==> config.mk <==
export PLATFORM = sky130hd
export DESIGN_NAME = shift_arbiter
export DESIGN_NICKNAME = d
export VERILOG_FILES = /design/src/rtl/shift_pkg.sv /design/src/rtl/shifter.sv /design/src/rtl/shift_arbiter.sv
export SDC_FILE = /design/constraint.sdc
export NUM_CORES = 1
export LEC_CHECK = 0
export CAP_MARGIN = 5
export CORE_MARGIN = 1
export CORE_UTILIZATION = 25
export CTS_CLUSTER_SIZE = 40
export DETAILED_ROUTE_END_ITERATION = 6
export PLACE_DENSITY = 0.47
export SLEW_MARGIN = 25
export SYNTH_ARGS = -nofsm -noshare
export SYNTH_HDL_FRONTEND = slang
export SYNTH_SLANG_ARGS = --single-unit
==> constraint.sdc <==
create_clock -name clk -period 4.54 [get_ports clk]
set_clock_uncertainty 0.2 [all_clocks]
set_input_delay 0.908 -clock clk [delete_from_list [all_inputs] [get_ports clk]]
set_output_delay 0.908 -clock clk [all_outputs]
set_load 0.01 [all_outputs]
==> src/rtl/shift_pkg.sv <==
// Shared definitions for the shift arbiter: op codes, FSM encodings and request payload.
package shift_pkg;

    localparam int unsigned DATA_W  = 32;
    localparam int unsigned SHAMT_W = 5;
    localparam int unsigned OP_W    = 2;

    localparam logic [1:0] OP_SLL = 2'b00;
    localparam logic [1:0] OP_SRL = 2'b01;
    localparam logic [1:0] OP_SRA = 2'b10;
    localparam logic [1:0] OP_RSV = 2'b11;

    localparam logic [1:0] S_IDLE  = 2'd0;
    localparam logic [1:0] S_SHIFT = 2'd1;
    localparam logic [1:0] S_RESP  = 2'd2;

    typedef struct packed {
        logic [DATA_W-1:0]  a;
        logic [SHAMT_W-1:0] b;
        logic [OP_W-1:0]    op;
    } shift_req_t;

    // Right-shift result is taken for SRL/SRA; SLL and the reserved code use the left result.
    function automatic logic use_rshift(input logic [OP_W-1:0] op);
        return (op == OP_SRL) || (op == OP_SRA);
    endfunction

endpackage

==> src/rtl/shifter.sv <==
// 32-bit combinational barrel shifter: logical left, and right with a fill bit (extn).
module shifter
    import shift_pkg::*;
(
    input  logic [DATA_W-1:0]  a,
    input  logic [SHAMT_W-1:0] b,
    input  logic               extn,
    output logic [DATA_W-1:0]  lshift_s,
    output logic [DATA_W-1:0]  rshift_s
);

    logic [DATA_W-1:0] r1, r2, r4, r8;

    assign lshift_s = a << b;

    // Five right stages; extn fills vacated MSBs so SRA and SRL share one path.
    assign r1       = b[0] ? {extn, a[31:1]}           : a;
    assign r2       = b[1] ? {{2{extn}}, r1[31:2]}     : r1;
    assign r4       = b[2] ? {{4{extn}}, r2[31:4]}     : r2;
    assign r8       = b[3] ? {{8{extn}}, r4[31:8]}     : r4;
    assign rshift_s = b[4] ? {{16{extn}}, r8[31:16]}   : r8;

endmodule

==> src/rtl/shift_arbiter.sv <==
// Round-robin arbiter sharing one shifter among N_REQ requesters, one transaction in flight.
module shift_arbiter
    import shift_pkg::*;
#(
    parameter int unsigned N_REQ = 2
) (
    input  logic                       clk,
    input  logic                       rstn,
    input  logic [N_REQ-1:0]           req_valid,
    output logic [N_REQ-1:0]           req_ready,
    input  logic [N_REQ*DATA_W-1:0]    req_a,
    input  logic [N_REQ*SHAMT_W-1:0]   req_b,
    input  logic [N_REQ*OP_W-1:0]      req_op,
    output logic [N_REQ-1:0]           rsp_valid,
    input  logic [N_REQ-1:0]           rsp_ready,
    output logic [DATA_W-1:0]          rsp_data,
    output logic                       busy
);

    localparam int unsigned IDW = $clog2(N_REQ);

    logic [1:0]        state_q, state_d;
    logic [IDW-1:0]    rr_ptr_q, id_q, grant;
    shift_req_t        req_sel, op_q;
    logic              accept, rsp_done, extn;
    logic [DATA_W-1:0] lshift_s, rshift_s, result;

    // First valid requester after ptr, wrapping modulo N_REQ.
    function automatic logic [IDW-1:0] rr_pick(input logic [N_REQ-1:0] v,
                                               input logic [IDW-1:0]   ptr);
        logic [IDW-1:0] g;
        logic           found;
        int unsigned    idx;
        g     = '0;
        found = 1'b0;
        for (int unsigned k = 1; k <= N_REQ; k++) begin
            idx = (32'(ptr) + k) % N_REQ;
            if (!found && v[IDW'(idx)]) begin
                g     = IDW'(idx);
                found = 1'b1;
            end
        end
        return g;
    endfunction

    always_comb begin
        grant      = rr_pick(req_valid, rr_ptr_q);
        req_sel.a  = req_a[DATA_W*32'(grant) +: DATA_W];
        req_sel.b  = req_b[SHAMT_W*32'(grant) +: SHAMT_W];
        req_sel.op = req_op[OP_W*32'(grant) +: OP_W];
    end

    // State register
    always_ff @(posedge clk or negedge rstn) begin
        if (!rstn) state_q <= S_IDLE;
        else       state_q <= state_d;
    end

    // Next state and handshake decode; req_ready is held low while in reset
    always_comb begin
        state_d   = state_q;
        req_ready = '0;
        accept    = 1'b0;
        rsp_done  = 1'b0;
        case (state_q)
            S_IDLE: begin
                if (rstn && (|req_valid)) begin
                    req_ready = N_REQ'(1) << grant;
                    accept    = 1'b1;
                    state_d   = S_SHIFT;
                end
            end
            S_SHIFT: state_d = S_RESP;
            S_RESP: begin
                if (rsp_ready[id_q]) begin
                    rsp_done = 1'b1;
                    state_d  = S_IDLE;
                end
            end
            default: state_d = S_IDLE;
        endcase
    end

    assign busy   = (state_q != S_IDLE);
    assign extn   = (op_q.op == OP_SRA) & op_q.a[31];
    assign result = use_rshift(op_q.op) ? rshift_s : lshift_s;

    shifter u_shifter (
        .a        (op_q.a),
        .b        (op_q.b),
        .extn     (extn),
        .lshift_s (lshift_s),
        .rshift_s (rshift_s)
    );

    // Operand capture, result/response registers and round-robin pointer
    always_ff @(posedge clk or negedge rstn) begin
        if (!rstn) begin
            op_q      <= '0;
            id_q      <= '0;
            rr_ptr_q  <= IDW'(N_REQ - 1);
            rsp_valid <= '0;
            rsp_data  <= '0;
        end else begin
            if (accept) begin
                op_q <= req_sel;
                id_q <= grant;
            end
            if (state_q == S_SHIFT) begin
                rsp_data  <= result;
                rsp_valid <= N_REQ'(1) << id_q;
            end
            if (rsp_done) begin
                rsp_valid <= '0;
                rr_ptr_q  <= id_q;
            end
        end
    end

endmodule

==> summary.txt <==
Pleak: 3.65 nW
Yosys warnings: 0
Violated checks: design-rule violations
Synth top cells by count: mux2i_1 (93), nand2_1 (92), o21ai_0 (78)
Synthesis-stage register bit count: 77
CTS buffer count: 9
CTS tree: built
Final min period: 3.54 ns
CP cell instances: clkdlybuf4s50_1 > o211ai_1 > inv_1 > and2_1 > clkdlybuf4s50_1
Maximum fanout along the worst path: 4
Rows: 64
CP max stage delay: 0.47 ns
Die width: 179 microns
Seq. cell area: 1940 sq um
Die H: 179 microns
Max Slew Vio Count: 0
Number of max-cap violations: 0
Setup violations, final: 0
Share of cells above drive strength 1: 16.9%
Synth area leader: dfrtp_1
Largest net degree at the start of global routing: 79
Slowest CP cell: clkdlybuf4s50_1
Hold-fix buffers, CTS: 0
Final worst path period share: 78.0%
Count leader, synth: mux2i_1
Post-synth ARST share: 100%
Clock transition at path regs: 0.06 ns
Post-Syn Instances: 827
Dpl cells: 1263
Setup Buffers After CTS: 0
Crit Path Category: in -> out
Finished Layout Cells: 1279
Predominant post-synthesis flop cell: dfrtp_1
Post-cts repair resize count: 0
# diodes: 0
Final Wtd Congestion: 0.977
Status: complete, but fails checks
Layout Nets: 963
Clock latency on the worst-skew pair: 0.35 ns
Tightest Pin Transition: 0.923 ns
Fill cell count: 3250
WP buf/inv: 3
Critical Path Sink Type: primary output
H-tree Lvls: 3
Syn nets: 912
VDD IR max: 0.252 mV
Req. time, crit path: 3.43 ns
Antenna-violating nets left: 0
Global-route wire length before repair: 44900 microns
Starting Density: 25.5%
Gr usage total: 18.9%
Initial antenna violation count: 0
DRT Pass-1 Iters: 7
Clock root buffer: clkbuf_16
Ranking of synthesized cells by area: dfrtp_1 (24%), mux4_2 (20%), mux2i_1 (12%)
CP Launch Type: input port
Worst EP arrival: 2.43 ns
Residual DRC: 12
Mean Syn Cell Area: 9.48 sq um
Max-slew headroom: 37.8%
Synth top area share: 24.3%
Die Area: 32100 sq um
Cell mode on critical path: clkdlybuf4s50_1
Final Hold Slack: 0.281 ns
Worst Hold Class: reg -> reg
DRT iter0 DRCs: 825
Area taken by multi-input logic gates: 5360 sq um
Area delta synth->final: 21.6%
Final Hold Vio Count: 0
Avg WL per Cell: 23.1 microns
Clock Tree Buf Depth: 2
Clk sink count: 77
DP HPWL: 21600 microns
Vias in the first global route: 6807
Post-synth EDFFs: 0
Core outline area: 30700 sq um
Pwr/cell area: 876 nW/um^2
Seq/Total Area, Yosys: 24.6%
RSZ-0062 raised after global routing: no
Num ports: 121
GRT Residual Overflow: 0
Fin util: 31.0%
Setup tns final: 0 ns
CP top delay family: buffers and inverters
IO Port Bufs: 120
Post-Syn Area: 7840 sq um
Total routed wirelength: 29500 microns
Synth cell types: 67
Total vias in the final route: 7163
Via density: 5.60
Max Fclk: 0.282 GHz
-- worst min-delay path, cell delays in order, from the launching register on --
cell and delay, ns:
dfrtp_1 0.34, nand2_1 0.05, o21ai_0 0.06
-- cells in the final DEF, fill, tap and decap left out, types with 13 or more instances in the layout --
master,Yosys,final
nand3_1,20,20
clkdlybuf4s50_1,0,119
mux2i_1,93,93
mux4_2,68,68
o21ai_0,78,78
nand2_1,92,92
dfrtp_1,76,72
a211oi_1,13,13
nor3_1,16,16
a21oi_1,24,24
mux2_2,27,27
nor2_1,61,61
buf_4,12,23
-- kinds of logic (layout without fill, tap and decap cells) --
family	after synthesis	count (layout)	share of synthesized area, %
multiplexers	195	195	37.5
flip-flops	77	77	24.6
AO/OA/AOI/OAI	213	213	17.8
adder cells (fa/ha/maj)	1	1	0.160
buffers and inverters	114	170	7.25
AND/OR/NAND/NOR	227	227	12.8
-- flip-flops by register name (all words and copies together), names as in the netlist --
register   count
rr_ptr_q       1
state_q        2
rsp_valid      2
op_q          39
rsp_data      32
id_q           1
-- power by group --
| part | switching, W | leakage (nW) | total, W | internal [W] |
|---|---|---|---|---|
| registers | 0.000882 | 0.942 | 0.00188 | 0.00100 |
| clock network | 0.000311 | 0.158 | 0.000780 | 0.000468 |
| logic | 0.00313 | 2.55 | 0.00568 | 0.00255 |
-- layer usage --
| layer | GRT usage (%) | vias up | wire length (microns) |
|---|---|---|---|
| li1 | - | 3261 | - |
| met3 | 3.01 | 36 | 2400 |
| met1 | 28.5 | 3499 | 13700 |
| met4 | 5.51 | 0 | 689 |
| met5 | 0 | - | 0 |
| met2 | 27.2 | 367 | 12700 |
-- final timing paths --
path,from,cells after the start,end,slack [ns]
setup / recovery,req_valid[0],5,req_ready[1],1.0
max in group asynchronous,rstn,3,op_q[4]$_DFFE_PN0P_,2.69
setup reg to reg,op_q[3]$_DFFE_PN0P_,6,rsp_data[19]$_DFFE_PN0P_,1.32
hold / removal,rsp_data[19]$_DFFE_PN0P_,2,rsp_data[19]$_DFFE_PN0P_,0.28
min in group asynchronous,rstn,2,rsp_data[8]$_DFFE_PN0P_,0.48
hold reg to reg,rsp_data[19]$_DFFE_PN0P_,2,rsp_data[19]$_DFFE_PN0P_,0.28
-- metrics by stage --
stage | total power [W] | setup slack (ns) | cell area, sq um
3_5_place_dp | 0.00745 | 0.987 | 9220
6_report | 0.00835 | 0.998 | 9530
3_3_place_gp | 0.00751 | 0.984 | 9220
5_1_grt | 0.00883 | 0.873 | 9530
2_1_floorplan | 0.00548 | 1.66 | 7840
4_1_cts | 0.00826 | 0.986 | 9530
-- layout make-up --
| type | instances | area share [%] |
|---|---|---|
| Multi-Input combinational cell | 636 | 56.2 |
| Sequential cell | 77 | 20.3 |
| Timing Repair Buffer | 143 | 14.5 |
| Tap cell | 396 | 5.20 |
| Clock buffer | 12 | 2.80 |
| Clock inverter | 4 | 0.473 |
| Inverter | 11 | 0.433 |
Power figures use the tool's default switching activity.
